<file path="src/rtl/ps2_host_tx.sv">
// Host-to-device PS/2 transmitter: request-to-send, 8 data bits LSB first, odd parity,
// stop, then device ack sample. Open-drain enables are registered; rx_inhibit mirrors tx_busy.
module ps2_host_tx #(
    parameter int unsigned INHIBIT_CYCLES = 5000,   // must be >= 2
    parameter int unsigned TIMEOUT_CYCLES = 750000  // must be >= 2
) (
    input  logic       clk,
    input  logic       clr,
    input  logic       ps2_clk_in,
    input  logic       ps2_dat_in,
    output logic       ps2_clk_oe,
    output logic       ps2_dat_oe,
    input  logic [7:0] tx_data,
    input  logic       tx_start,
    output logic       tx_busy,
    output logic       tx_done,
    output logic       tx_err,
    output logic       rx_inhibit
);

    localparam int unsigned INH_W = $clog2(INHIBIT_CYCLES);
    localparam int unsigned TMO_W = $clog2(TIMEOUT_CYCLES);
    localparam logic [INH_W-1:0] INH_LAST = INH_W'(INHIBIT_CYCLES - 1);
    localparam logic [INH_W-1:0] INH_DAT  = INH_W'(INHIBIT_CYCLES - 2);
    localparam logic [TMO_W-1:0] TMO_LAST = TMO_W'(TIMEOUT_CYCLES - 1);

    typedef enum logic [2:0] {
        IDLE,
        INHIBIT,
        START,
        DATA,
        ACK,
        WAIT_IDLE
    } state_e;

    state_e           state_q;
    logic [2:0]       clk_sync_q;
    logic [2:0]       dat_sync_q;
    logic [7:0]       data_q;
    logic             parity_q;
    logic [3:0]       bit_cnt_q;
    logic [INH_W-1:0] inh_cnt_q;
    logic [TMO_W-1:0] tmo_cnt_q;
    logic             clk_oe_q;
    logic             dat_oe_q;
    logic             busy_q;
    logic             done_q;
    logic             err_q;

    logic parity_d;
    logic clk_fall;
    logic tmo_hit;

    assign parity_d = ~^tx_data;
    assign clk_fall = clk_sync_q[2] & ~clk_sync_q[1];
    // A device edge in the expiry cycle keeps the transfer alive.
    assign tmo_hit  = (tmo_cnt_q == TMO_LAST) & ~clk_fall;

    assign ps2_clk_oe = clk_oe_q;
    assign ps2_dat_oe = dat_oe_q;
    assign tx_busy    = busy_q;
    assign tx_done    = done_q;
    assign tx_err     = err_q;
    assign rx_inhibit = busy_q;

    // Three-flop synchronisers; idle bus level is high.
    always_ff @(posedge clk) begin
        if (clr) begin
            clk_sync_q <= 3'b111;
            dat_sync_q <= 3'b111;
        end else begin
            clk_sync_q <= {clk_sync_q[1:0], ps2_clk_in};
            dat_sync_q <= {dat_sync_q[1:0], ps2_dat_in};
        end
    end

    // Transfer FSM with registered line enables and status pulses.
    always_ff @(posedge clk) begin
        if (clr) begin
            state_q   <= IDLE;
            data_q    <= '0;
            parity_q  <= 1'b0;
            bit_cnt_q <= '0;
            inh_cnt_q <= '0;
            tmo_cnt_q <= '0;
            clk_oe_q  <= 1'b0;
            dat_oe_q  <= 1'b0;
            busy_q    <= 1'b0;
            done_q    <= 1'b0;
            err_q     <= 1'b0;
        end else begin
            done_q <= 1'b0;
            err_q  <= 1'b0;

            if (state_q inside {START, DATA, ACK, WAIT_IDLE}) begin
                tmo_cnt_q <= clk_fall ? '0 : tmo_cnt_q + TMO_W'(1);
            end

            case (state_q)
                IDLE: begin
                    if (tx_start) begin
                        data_q    <= tx_data;
                        parity_q  <= parity_d;
                        busy_q    <= 1'b1;
                        clk_oe_q  <= 1'b1;
                        inh_cnt_q <= '0;
                        bit_cnt_q <= '0;
                        tmo_cnt_q <= '0;
                        state_q   <= INHIBIT;
                    end
                end

                INHIBIT: begin
                    inh_cnt_q <= inh_cnt_q + INH_W'(1);
                    if (inh_cnt_q == INH_DAT) begin
                        dat_oe_q <= 1'b1;
                    end
                    if (inh_cnt_q == INH_LAST) begin
                        clk_oe_q  <= 1'b0;
                        inh_cnt_q <= '0;
                        tmo_cnt_q <= '0;
                        state_q   <= START;
                    end
                end

                START: begin
                    if (clk_fall) begin
                        dat_oe_q  <= ~data_q[0];
                        bit_cnt_q <= 4'd1;
                        state_q   <= DATA;
                    end else if (tmo_hit) begin
                        state_q   <= IDLE;
                        clk_oe_q  <= 1'b0;
                        dat_oe_q  <= 1'b0;
                        busy_q    <= 1'b0;
                        err_q     <= 1'b1;
                        bit_cnt_q <= '0;
                        tmo_cnt_q <= '0;
                    end
                end

                DATA: begin
                    // Edges 2..8 drive data bits 1..7, edge 9 parity, edge 10 the stop bit.
                    if (clk_fall) begin
                        bit_cnt_q <= bit_cnt_q + 4'd1;
                        if (bit_cnt_q < 4'd8) begin
                            dat_oe_q <= ~data_q[bit_cnt_q[2:0]];
                        end else if (bit_cnt_q == 4'd8) begin
                            dat_oe_q <= ~parity_q;
                        end else begin
                            dat_oe_q <= 1'b0;
                            state_q  <= ACK;
                        end
                    end else if (tmo_hit) begin
                        state_q   <= IDLE;
                        clk_oe_q  <= 1'b0;
                        dat_oe_q  <= 1'b0;
                        busy_q    <= 1'b0;
                        err_q     <= 1'b1;
                        bit_cnt_q <= '0;
                        tmo_cnt_q <= '0;
                    end
                end

                ACK: begin
                    if (clk_fall) begin
                        bit_cnt_q <= 4'd11;
                        if (dat_sync_q[2]) begin
                            state_q   <= IDLE;
                            clk_oe_q  <= 1'b0;
                            dat_oe_q  <= 1'b0;
                            busy_q    <= 1'b0;
                            err_q     <= 1'b1;
                            bit_cnt_q <= '0;
                            tmo_cnt_q <= '0;
                        end else begin
                            state_q <= WAIT_IDLE;
                        end
                    end else if (tmo_hit) begin
                        state_q   <= IDLE;
                        clk_oe_q  <= 1'b0;
                        dat_oe_q  <= 1'b0;
                        busy_q    <= 1'b0;
                        err_q     <= 1'b1;
                        bit_cnt_q <= '0;
                        tmo_cnt_q <= '0;
                    end
                end

                WAIT_IDLE: begin
                    if (clk_sync_q[2] & dat_sync_q[2]) begin
                        state_q   <= IDLE;
                        busy_q    <= 1'b0;
                        done_q    <= 1'b1;
                        bit_cnt_q <= '0;
                        tmo_cnt_q <= '0;
                    end else if (tmo_hit) begin
                        state_q   <= IDLE;
                        clk_oe_q  <= 1'b0;
                        dat_oe_q  <= 1'b0;
                        busy_q    <= 1'b0;
                        err_q     <= 1'b1;
                        bit_cnt_q <= '0;
                        tmo_cnt_q <= '0;
                    end
                end

                default: begin
                    state_q  <= IDLE;
                    clk_oe_q <= 1'b0;
                    dat_oe_q <= 1'b0;
                    busy_q   <= 1'b0;
                end
            endcase
        end
    end

endmodule

</file>
<file path="config.mk">
export PLATFORM = sky130hd
export DESIGN_NAME = ps2_host_tx
export DESIGN_NICKNAME = d
export VERILOG_FILES = /design/src/rtl/ps2_host_tx.sv
export SDC_FILE = /design/constraint.sdc
export NUM_CORES = 1
export LEC_CHECK = 0
export ABC_AREA = 1
export CAP_MARGIN = 20
export CORE_ASPECT_RATIO = 1.5
export CORE_MARGIN = 2
export CORE_UTILIZATION = 50
export CTS_CLUSTER_DIAMETER = 40
export CTS_CLUSTER_SIZE = 10
export DETAILED_ROUTE_END_ITERATION = 6
export PLACE_DENSITY = 0.68
export SLEW_MARGIN = 40
export SYNTH_ARGS = -nofsm -noshare
export SYNTH_HDL_FRONTEND = slang
export SYNTH_SLANG_ARGS = --single-unit
</file>
<file path="constraint.sdc">
create_clock -name clk -period 1.74 [get_ports clk]
set_input_delay 0.174 -clock clk [delete_from_list [all_inputs] [get_ports clk]]
set_output_delay 0.174 -clock clk [all_outputs]
set_load 0.05 [all_outputs]
</file>
=== Word level (Yosys, flattened, before mapping) ===
Cells that the tools add are included.

* Output and inout bits: 6
* Bits of input ports: 13
* Register bits: 60
* ROM bits: 0
* Memories kept: 0
* Logic and storage cells: 123
* Latch bits: 0
* Bits in writable memories: 0

* Muxes and demuxes: 63
* Reductions and logical operators: 14
* Add/sub/neg operators: 3
* Multipliers: 0
* Eq/ne operators: 17
* Shift operators: 0
* Order comparisons: 2
* Div/mod/pow operators: 0
* Bitwise gates (word level): 11

{| class="wikitable"
|+ Operators with widths
! kind !! number
|-
| 20-bit 2-to-1 mux || 9
|-
| 20-bit case mux with 5 select lines || 1
|-
| 3-bit 2-to-1 mux || 10
|-
| 4-bit 2-to-1 mux || 7
|-
| 13-bit equality test (second input constant) || 2
|-
| 1-bit 2-to-1 mux || 26
|-
| 13-bit 2-to-1 mux || 2
|-
| 13-bit case mux with 2 select lines || 1
|-
| 20-bit by 1-bit adder with 20-bit output (second input constant) || 1
|-
| 20-bit equality test (second input constant) || 1
|-
| 4-bit case mux with 5 select lines || 1
|-
| 3-bit case mux with 6 select lines || 1
|-
| 13-bit by 1-bit adder with 13-bit output (second input constant) || 1
|-
| 4-bit AND reduction || 3
|-
| 2-bit != test (second input constant) || 5
|-
| 1-bit case mux with 5 select lines || 2
|-
| 3-bit != test (second input constant) || 3
|-
| 1-bit NOT || 8
|-
| 8-bit XNOR reduction || 1
|-
| 3-bit by 2-bit equality test with 1-bit output (second input constant) || 2
|-
| 3-bit equality test (second input constant) || 2
|-
| 1-bit case mux with 6 select lines || 1
|-
| 2-bit AND reduction || 3
|-
| 5-bit AND reduction || 1
|-
| other kinds (13) || 16
|}

=== Logic depth before layout (Yosys ltp) ===
Gate-level depths: netlist (run 1).

* Depth after elaboration: 7
* Depth in mapped cells: 12

=== Worst setup path before layout (run 1) ===
OpenSTA, ideal clock, no wires.

* Path kind: register to register
* Start: reg bit_cnt_q[0]
* End: reg state_q[0]
* Required time: 1.629 ns
* Cell stages (with the launch flop): 11
* Library setup time: 0.111 ns
* Clock period less this slack: 1.539 ns
* Arrival: 1.429 ns
* Setup slack: 0.201 ns
* Path through: dfxtp_1 -> inv_1 -> ha_1 -> nand2_1 -> nor2_1 -> o21ai_0 -> nand3_1 -> o21ai_0 -> nand3_1 -> nand2_1 -> inv_1

* Longest elaborated chain between the ends: 3
* Elaborated cells on any way between the ends: 5

{| class="wikitable"
|+ RTL lines
! item !! RTL line !! source
|-
| from (decl) || 41 || <nowiki>logic [3:0] bit_cnt_q;</nowiki>
|-
| from (signal assigned) || 145 || <nowiki>bit_cnt_q <= bit_cnt_q + 4'd1;</nowiki>
|-
| 4-bit < comparator / 4-bit equality test (equally long branches) || 146, 148 ||
|-
| 3-bit != test (no line) || -- ||
|-
| 4-bit AND reduction (no line) (*) || -- ||
|-
| to (signal assigned) || 152 || <nowiki>state_q <= ACK;</nowiki>
|-
| to (signal assigned) || 155 || <nowiki>state_q <= IDLE;</nowiki>
|-
| to (signal assigned) || 169 || <nowiki>state_q <= IDLE;</nowiki>
|-
| to (decl) || 36 || <nowiki>state_e state_q;</nowiki>
|}

Mark *: on every way between the ends. The rest lies on a longest branch, timed or not.
A chain may end at the register's enable or synchronous reset.

=== Worst setup path after layout (run 1) ===
* Start: reg done_q (netlist: tx_done)
* End: out tx_done

{| class="wikitable"
|+ RTL lines
! item !! RTL line !! source
|-
| from (decl) || 47 || <nowiki>logic done_q;</nowiki>
|-
| from (signal assigned) || 89 || <nowiki>done_q <= 1'b0;</nowiki>
|-
| from (signal assigned) || 92 || <nowiki>done_q <= 1'b0;</nowiki>
|-
| from (signal assigned) || 194 || <nowiki>done_q <= 1'b1;</nowiki>
|-
| to (decl) || 16 || <nowiki>output logic tx_done,</nowiki>
|}

No word-level cell between the ends.

==> results of run 1 <==
-- worst register-to-register path, delay by kind of cell (launching register included) --
family                   cells  cell delay [ns]
flip-flops                   1             0.34
adder cells (fa/ha/maj)      1             0.17
buffers and inverters        1             0.06
AO/OA/AOI/OAI                2             0.15
AND/OR/NAND/NOR              6             0.81
-- metrics by stage --
| stage | hold WS, ns | area [µm²] |
|---|---|---|
| 6_report | 0.3758 | 4053 |
| 2_1_floorplan | 0.2778 | 3288 |
| 4_1_cts | 0.3678 | 3965 |
| 3_3_place_gp | 0.4027 | 3742 |
| 3_5_place_dp | 0.3981 | 3742 |
| 5_1_grt | 0.3819 | 4053 |
-- placed cells by master (no fill, tap or decap), types with 4 or more instances in the layout --
cell,n
nor3_2,4
inv_1,67
nor3_1,15
nor2_2,10
or2_2,6
nand4_1,11
dfxtp_1,55
nand2_1,108
inv_2,5
dfxtp_2,5
xor2_1,15
nor2_1,57
clkdlybuf4s50_1,14
buf_4,28
nand2_2,10
xnor2_1,7
ha_1,4
clkbuf_8,9
nand3_1,35
a21oi_1,27
o21ai_0,18
-- worst min-delay path by stage --
| stage | startpoint | endpoint | cells after the start |
|---|---|---|---|
| finish | ps2_clk_in | clk_sync_q[0] | 2 |
| global route | ps2_dat_in | dat_sync_q[0] | 2 |
| CTS | ps2_dat_in | dat_sync_q[0] | 2 |
| detailed placement | clk_sync_q[0] | clk_sync_q[1] | 1 |
| global placement | dat_sync_q[1] | dat_sync_q[2] | 1 |
| floorplan | ps2_clk_in | clk_sync_q[0] | 1 |
-- cells by family after synthesis --
kind of cell	count (synthesis)
simple gates	267
flops	60
xor+xnor	22
compound gates	55
buf+inv	79
fa+ha+maj	5
-- sequential cells by signal, indices dropped and copies added, names as in the netlist, 3 cells and up --
name,cells
tmo_cnt_q,20
clk_sync_q,3
state_q,3
inh_cnt_q,13
bit_cnt_q,4
dat_sync_q,3
data_q,8
-- power groups by stage --
stage / sequential, mW / clock (mW) / combinational, mW
after floorplan: 1.51 / 0 / 0.307
after global placement: 1.48 / 0 / 0.489
after detailed placement: 1.48 / 0 / 0.496
after CTS: 1.45 / 1.44 / 0.494
after global routing: 1.46 / 1.49 / 0.574
final: 1.45 / 1.41 / 0.521
-- area by class of cell --
type	count	area, µm²	area share
clock buffer	9	123.9	0.03057
clock inverter	7	101.3	0.02501
inverter	74	277.8	0.06854
multi-input combinational	351	1854	0.4575
sequential	60	1207	0.2979
tap	76	95.09	0.02346
timing repair buffer	46	392.9	0.09694
-- routing by layer --
layer / wire length (µm) / track usage
met5: 0 / 0
met2: 4142 / 0.4227
met1: 3240 / 0.2401
met4: 304 / 0.1331
met3: 292 / 0.04748
-- what timing repair did --
item | in CTS | in global routing
cloned | 0 | 2
endpoints found under the setup margin | 2 | 34
pin swaps | 0 | 4
resized for setup | 2 | 23
==> flow_metrics.env, run 1 <==
export IMPL_dieWidth_um=70.22
export IMPL_crit_type="flop to primary output"
export IMPL_max_freq_mhz=603.1
export IMPL_synth_top_family_by_area="simple AND/OR/NAND/NOR gates"
export IMPL_worst_r2r_cell_count=10
export IMPL_synthArstFlopShare=0
export IMPL_die_h_um=103.3
export IMPL_critical_path_top_delay_family="buffers and inverters"
export IMPL_gp_congestion=0.9614
export IMPL_post_cts_buffers=0
export IMPL_pwr_share_seq=0.429
export IMPL_fin_ws_ns=0.08200
export IMPL_p_switching_uw=963.8
export IMPL_finalSetupViolations=0
export IMPL_pre_cts_ws_ns=0.03704
export IMPL_initial_utilization=0.5105
export IMPL_cts_buffers=9
export IMPL_overflow=0
export IMPL_pin_count=19
export IMPL_synth_compound_area_frac=0.09437
export IMPL_yosysTopAreaCell="dfxtp_1"
export IMPL_synth_area_leaders="dfxtp_1 (37%), nand2_1 (12%), inv_1 (7.8%)"
export IMPL_critPathCaptureType="primary output"
export IMPL_synthMuxAreaShare=0
export IMPL_via_per_inst=5.193
export IMPL_arrival_ns=1.48
export IMPL_antenna_found_initial=0
export IMPL_leakage_nw=1.747
export IMPL_start_kind="flop"
export IMPL_portBuffers=18
export IMPL_reg2reg_to="tmo_cnt_q[0]"
export IMPL_tns_ns=0
export IMPL_clock_sinks=60
export IMPL_fin_crit_ns=1.658
export IMPL_critPathCapture="tx_done"
export IMPL_cts_htree_levels=3
export IMPL_synth_top_area_frac=0.3653
export IMPL_swShare=0.2846
export IMPL_ir_drop_mv=0.5312
export IMPL_core_um2=6441
export IMPL_p_clk_frac=0.418
export IMPL_internal_power_mw=2.422
export IMPL_drtPass1Iterations=4
export IMPL_path_clk_slew_ns=0.07
export IMPL_path_cells="clkdlybuf4s50_1"
export IMPL_cp_startpoint="tx_done"
export IMPL_syn_area_per_cell_um2=6.738
export IMPL_diodes=0
export IMPL_reg2reg_from="tmo_cnt_q[0]"
export IMPL_synth_simple_gate_area_share=0.3687
export IMPL_synthFlopType="dfxtp_1"
export IMPL_stdcell_count=623
export IMPL_routed_wl_um=7980
export IMPL_cts_buffer_depth=2
export IMPL_relSlewSlack=0.6333
export IMPL_cp_depth=1
export IMPL_vias=3235
export IMPL_hold_class="input port to flop"
export IMPL_die_area_um2=7255
export IMPL_worst_pin_slew_ns=0.5500
export IMPL_synth_cell_types=38
export IMPL_maxCapViolCount=0
export IMPL_maxSlewViolCount=0
export IMPL_synthAdderAreaFrac=0.01903
export IMPL_power_frac_comb=0.154
export IMPL_clk_latency_ns=0.36
export IMPL_track_usage=0.2285
export IMPL_power_density_nw_per_um2=835.5
export IMPL_critPathMaxStageDelay_ns=0.80
export IMPL_fin_worst_skew_ns=0.008039
export IMPL_postCtsHoldBufs=0
export IMPL_reg2reg_slack_ns=0.10
export IMPL_grt_pass1_vias=2951
export IMPL_synthXorXnorAreaFrac=0.05860
export IMPL_dp_hpwl_um=6066
export IMPL_postSynthCellCount=488
export IMPL_route_detailed_drc=0
export IMPL_tritoncts="built"
export IMPL_syn_to_final_growth_pct=23.25
export IMPL_syn_area_um2=3288
export IMPL_antenna_left=0
export IMPL_drt_initial_drc_count=109
export IMPL_synth_seq_cells=60
export IMPL_path_buf_inv=1
export IMPL_cp_data_required_time_ns=1.57
export IMPL_status="completed"
export IMPL_cts_root_buf="clkbuf_8"
export IMPL_drive_gt1_frac=0.1773
export IMPL_cp_slowest_cell="clkdlybuf4s50_1"
export IMPL_utilization=0.6292
export IMPL_grt_pass1_wl_um=13020
export IMPL_power_mw=3.386
export IMPL_ys_seq_area_frac=0.3653
export IMPL_dp_cells=605
export IMPL_routedWlPerCell_um=12.81
export IMPL_synth_warnings=0
export IMPL_crit_fanout=1
export IMPL_hold_viol=0
export IMPL_synth_nets=506
export IMPL_fillers=628
export IMPL_synth_common_cells="nand2_1 (109), inv_1 (68), nor2_1 (62)"
export IMPL_synth_edff_count=0
export IMPL_row_count=36
export IMPL_final_nets=560
export IMPL_grt_max_degree=18
export IMPL_post_route_period_util=0.9529
export IMPL_yosysMostFrequentCell="nand2_1"
(Power assumes the default switching activity.)
==> inputs of run 2 (changes only) <==
--- a/config.mk
+++ b/config.mk
@@ -9,11 +9,12 @@
 export CAP_MARGIN = 20
 export CORE_ASPECT_RATIO = 1.5
 export CORE_MARGIN = 2
-export CORE_UTILIZATION = 50
+export CORE_UTILIZATION = 59
 export CTS_CLUSTER_DIAMETER = 40
 export CTS_CLUSTER_SIZE = 10
 export DETAILED_ROUTE_END_ITERATION = 6
-export PLACE_DENSITY = 0.68
+export GPL_TIMING_DRIVEN = 0
+export PLACE_DENSITY = 0.78
 export SLEW_MARGIN = 40
 export SYNTH_ARGS = -nofsm -noshare
 export SYNTH_HDL_FRONTEND = slang
==> run 2 against run 1 <==
Register-to-register slack worse by 0.06 ns. Critical path depth is 9 higher. Flip-flop and latch count stayed put. Sequential share of layout area is 1.1 points higher. Wire length is 0.88% lower. First-iteration DRC count is 50% higher. Utilization is 9.9 points higher. Non-clock buffer count is 14 lower. Setup slack worse by 0.044 ns. Power is 8.7% lower. Count of clock-buffer cells in the layout is 2 higher. Die area is 15% lower. Critical path type is now flop to flop.
==> flow_metrics.env, run 2 (synthesis results as in run 1) <==
export IMPL_status="completed"
export IMPL_clk_latency_ns=0.35
export IMPL_drtPass1Iterations=4
export IMPL_pin_count=19
export IMPL_cts_htree_levels=3
export IMPL_hold_class="input port to flop"
export IMPL_final_nets=544
export IMPL_drt_initial_drc_count=164
export IMPL_leakage_nw=1.659
export IMPL_post_route_period_util=0.9783
export IMPL_final_common_cell="nand2_1"
export IMPL_grt_pass1_vias=2984
export IMPL_arrival_ns=1.94
export IMPL_gp_congestion=0.9392
export IMPL_relSlewSlack=0.6480
export IMPL_hold_viol=0
export IMPL_reg2reg_slack_ns=0.04
export IMPL_via_per_inst=5.340
export IMPL_reg_top3="tmo_cnt_q: 20 flops, inh_cnt_q: 13 flops, data_q: 8 flops"
export IMPL_drive_gt1_frac=0.1604
export IMPL_maxSlewViolCount=0
export IMPL_max_freq_mhz=587.4
export IMPL_start_kind="flop"
export IMPL_crit_type="flop to flop"
export IMPL_reg2reg_to="state_q[0]"
export IMPL_route_detailed_drc=0
export IMPL_min_delay_path_depth=2
export IMPL_ir_drop_mv=0.5068
export IMPL_overflow=0
export IMPL_core_um2=5409
export IMPL_top_register="tmo_cnt_q"
export IMPL_path_clk_slew_ns=0.06
export IMPL_cts_buffer_depth=2
export IMPL_initial_utilization=0.6079
export IMPL_routed_wl_um=7910
export IMPL_cts_root_buf="clkbuf_8"
export IMPL_design_area_um2=3940
export IMPL_track_usage=0.2678
export IMPL_dp_hpwl_um=5752
export IMPL_worst_r2r_cell_count=10
export IMPL_dp_cells=576
export IMPL_clock_sinks=60
export IMPL_diodes=0
export IMPL_portBuffers=18
export IMPL_power_density_nw_per_um2=784.5
export IMPL_maxCapViolCount=0
export IMPL_fin_crit_ns=1.702
export IMPL_cts_buffers=9
export IMPL_fin_worst_skew_ns=0.008895
export IMPL_finalSetupViolations=0
export IMPL_fin_ws_ns=0.03767
export IMPL_pre_cts_ws_ns=-0.2202
export IMPL_die_area_um2=6199
export IMPL_antenna_found_initial=0
export IMPL_grt_max_degree=11
export IMPL_grt_pass1_wl_um=12610
export IMPL_mostFrequentLayoutCells="nand2_1 (105), inv_1 (65), nor2_1 (60)"
export IMPL_row_count=33
export IMPL_min_from="ps2_dat_in"
export IMPL_worst_pin_slew_ns=0.5280
export IMPL_routedWlPerCell_um=13.18
export IMPL_antenna_left=0
export IMPL_vias=3204
export IMPL_dieWidth_um=64.96
export IMPL_reg2reg_from="bit_cnt_q[0]"
export IMPL_die_h_um=95.43
export IMPL_fillers=473
export IMPL_placed_cell_area_um2=3556
export IMPL_critPathCaptureType="flop"
export IMPL_crit_fanout=8
export IMPL_cp_data_required_time_ns=1.98
export IMPL_syn_to_final_growth_pct=19.82
export IMPL_utilization=0.7284
export IMPL_holdPathEnd="dat_sync_q[0]"
export IMPL_tns_ns=0
export IMPL_tritoncts="built"
export IMPL_largest_reg_flops=20
export IMPL_stdcell_count=600
export IMPL_cp_startpoint="bit_cnt_q[0]"
run 2: worst max-delay path: stages (launching register included):
cell	delay (ns)
dfxtp_2	0.42
inv_1	0.17
ha_1	0.23
nand2_1	0.06
nor2_1	0.06
o21ai_2	0.21
nand3_1	0.15
o21ai_1	0.14
nand3_1	0.07
nand2_1	0.06
inv_1	0.04
run 2: what timing repair did:
| item | in CTS | in global routing |
|---|---|---|
| hold buffers | 0 | 0 |
| setup endpoints to repair | 25 | 39 |
| buffers inserted | 6 | 3 |
| pin swaps | 2 | 8 |
| gates resized for setup | 9 | 37 |
run 2: area by class of cell:
class | instances | area [µm²] | area share
Clock inverter | 4 | 26.28 | 0.006669
Inverter | 74 | 281.5 | 0.07145
Multi-Input combinational cell | 349 | 1884 | 0.4782
Timing Repair Buffer | 27 | 271.5 | 0.06891
Clock buffer | 11 | 141.4 | 0.03588
Buffer | 5 | 31.28 | 0.007939
Tap cell | 70 | 87.58 | 0.02223
Sequential cell | 60 | 1216 | 0.3087
run 2: worst max-delay path by stage:
stage               cells past startpoint  slack (ns)            end
global route                           10       -0.05  inh_cnt_q[11]
global placement                       10       -0.18     state_q[0]
floorplan                              10        0.20     state_q[0]
detailed placement                     10       -0.22     state_q[0]
CTS                                    10      0.0008  tmo_cnt_q[18]
finish                                 10        0.04     state_q[0]
run 2: report_power, final:
part           total (mW)  switching [mW]  leakage [nW]  internal [mW]
sequential           1.45          0.0352         0.491           1.42
clock                1.09           0.546        0.0852          0.544
combinational       0.547           0.337          1.08          0.210
run 2: stage by stage:
step / hold WS [ns] / power [mW]
6_report: 0.3833 / 3.091
3_5_place_dp: 0.3947 / 1.957
5_1_grt: 0.4026 / 3.224
3_3_place_gp: 0.3942 / 1.948
2_1_floorplan: 0.2778 / 1.815
4_1_cts: 0.3732 / 3.059
run 2: metal layers:
metal,track usage,up-vias,part of all wire
met5,0,-,0
met2,0.5198,76,0.56
met3,0.04723,19,0.034
li1,-,1626,-
met1,0.2600,1483,0.38
met4,0.1507,0,0.028
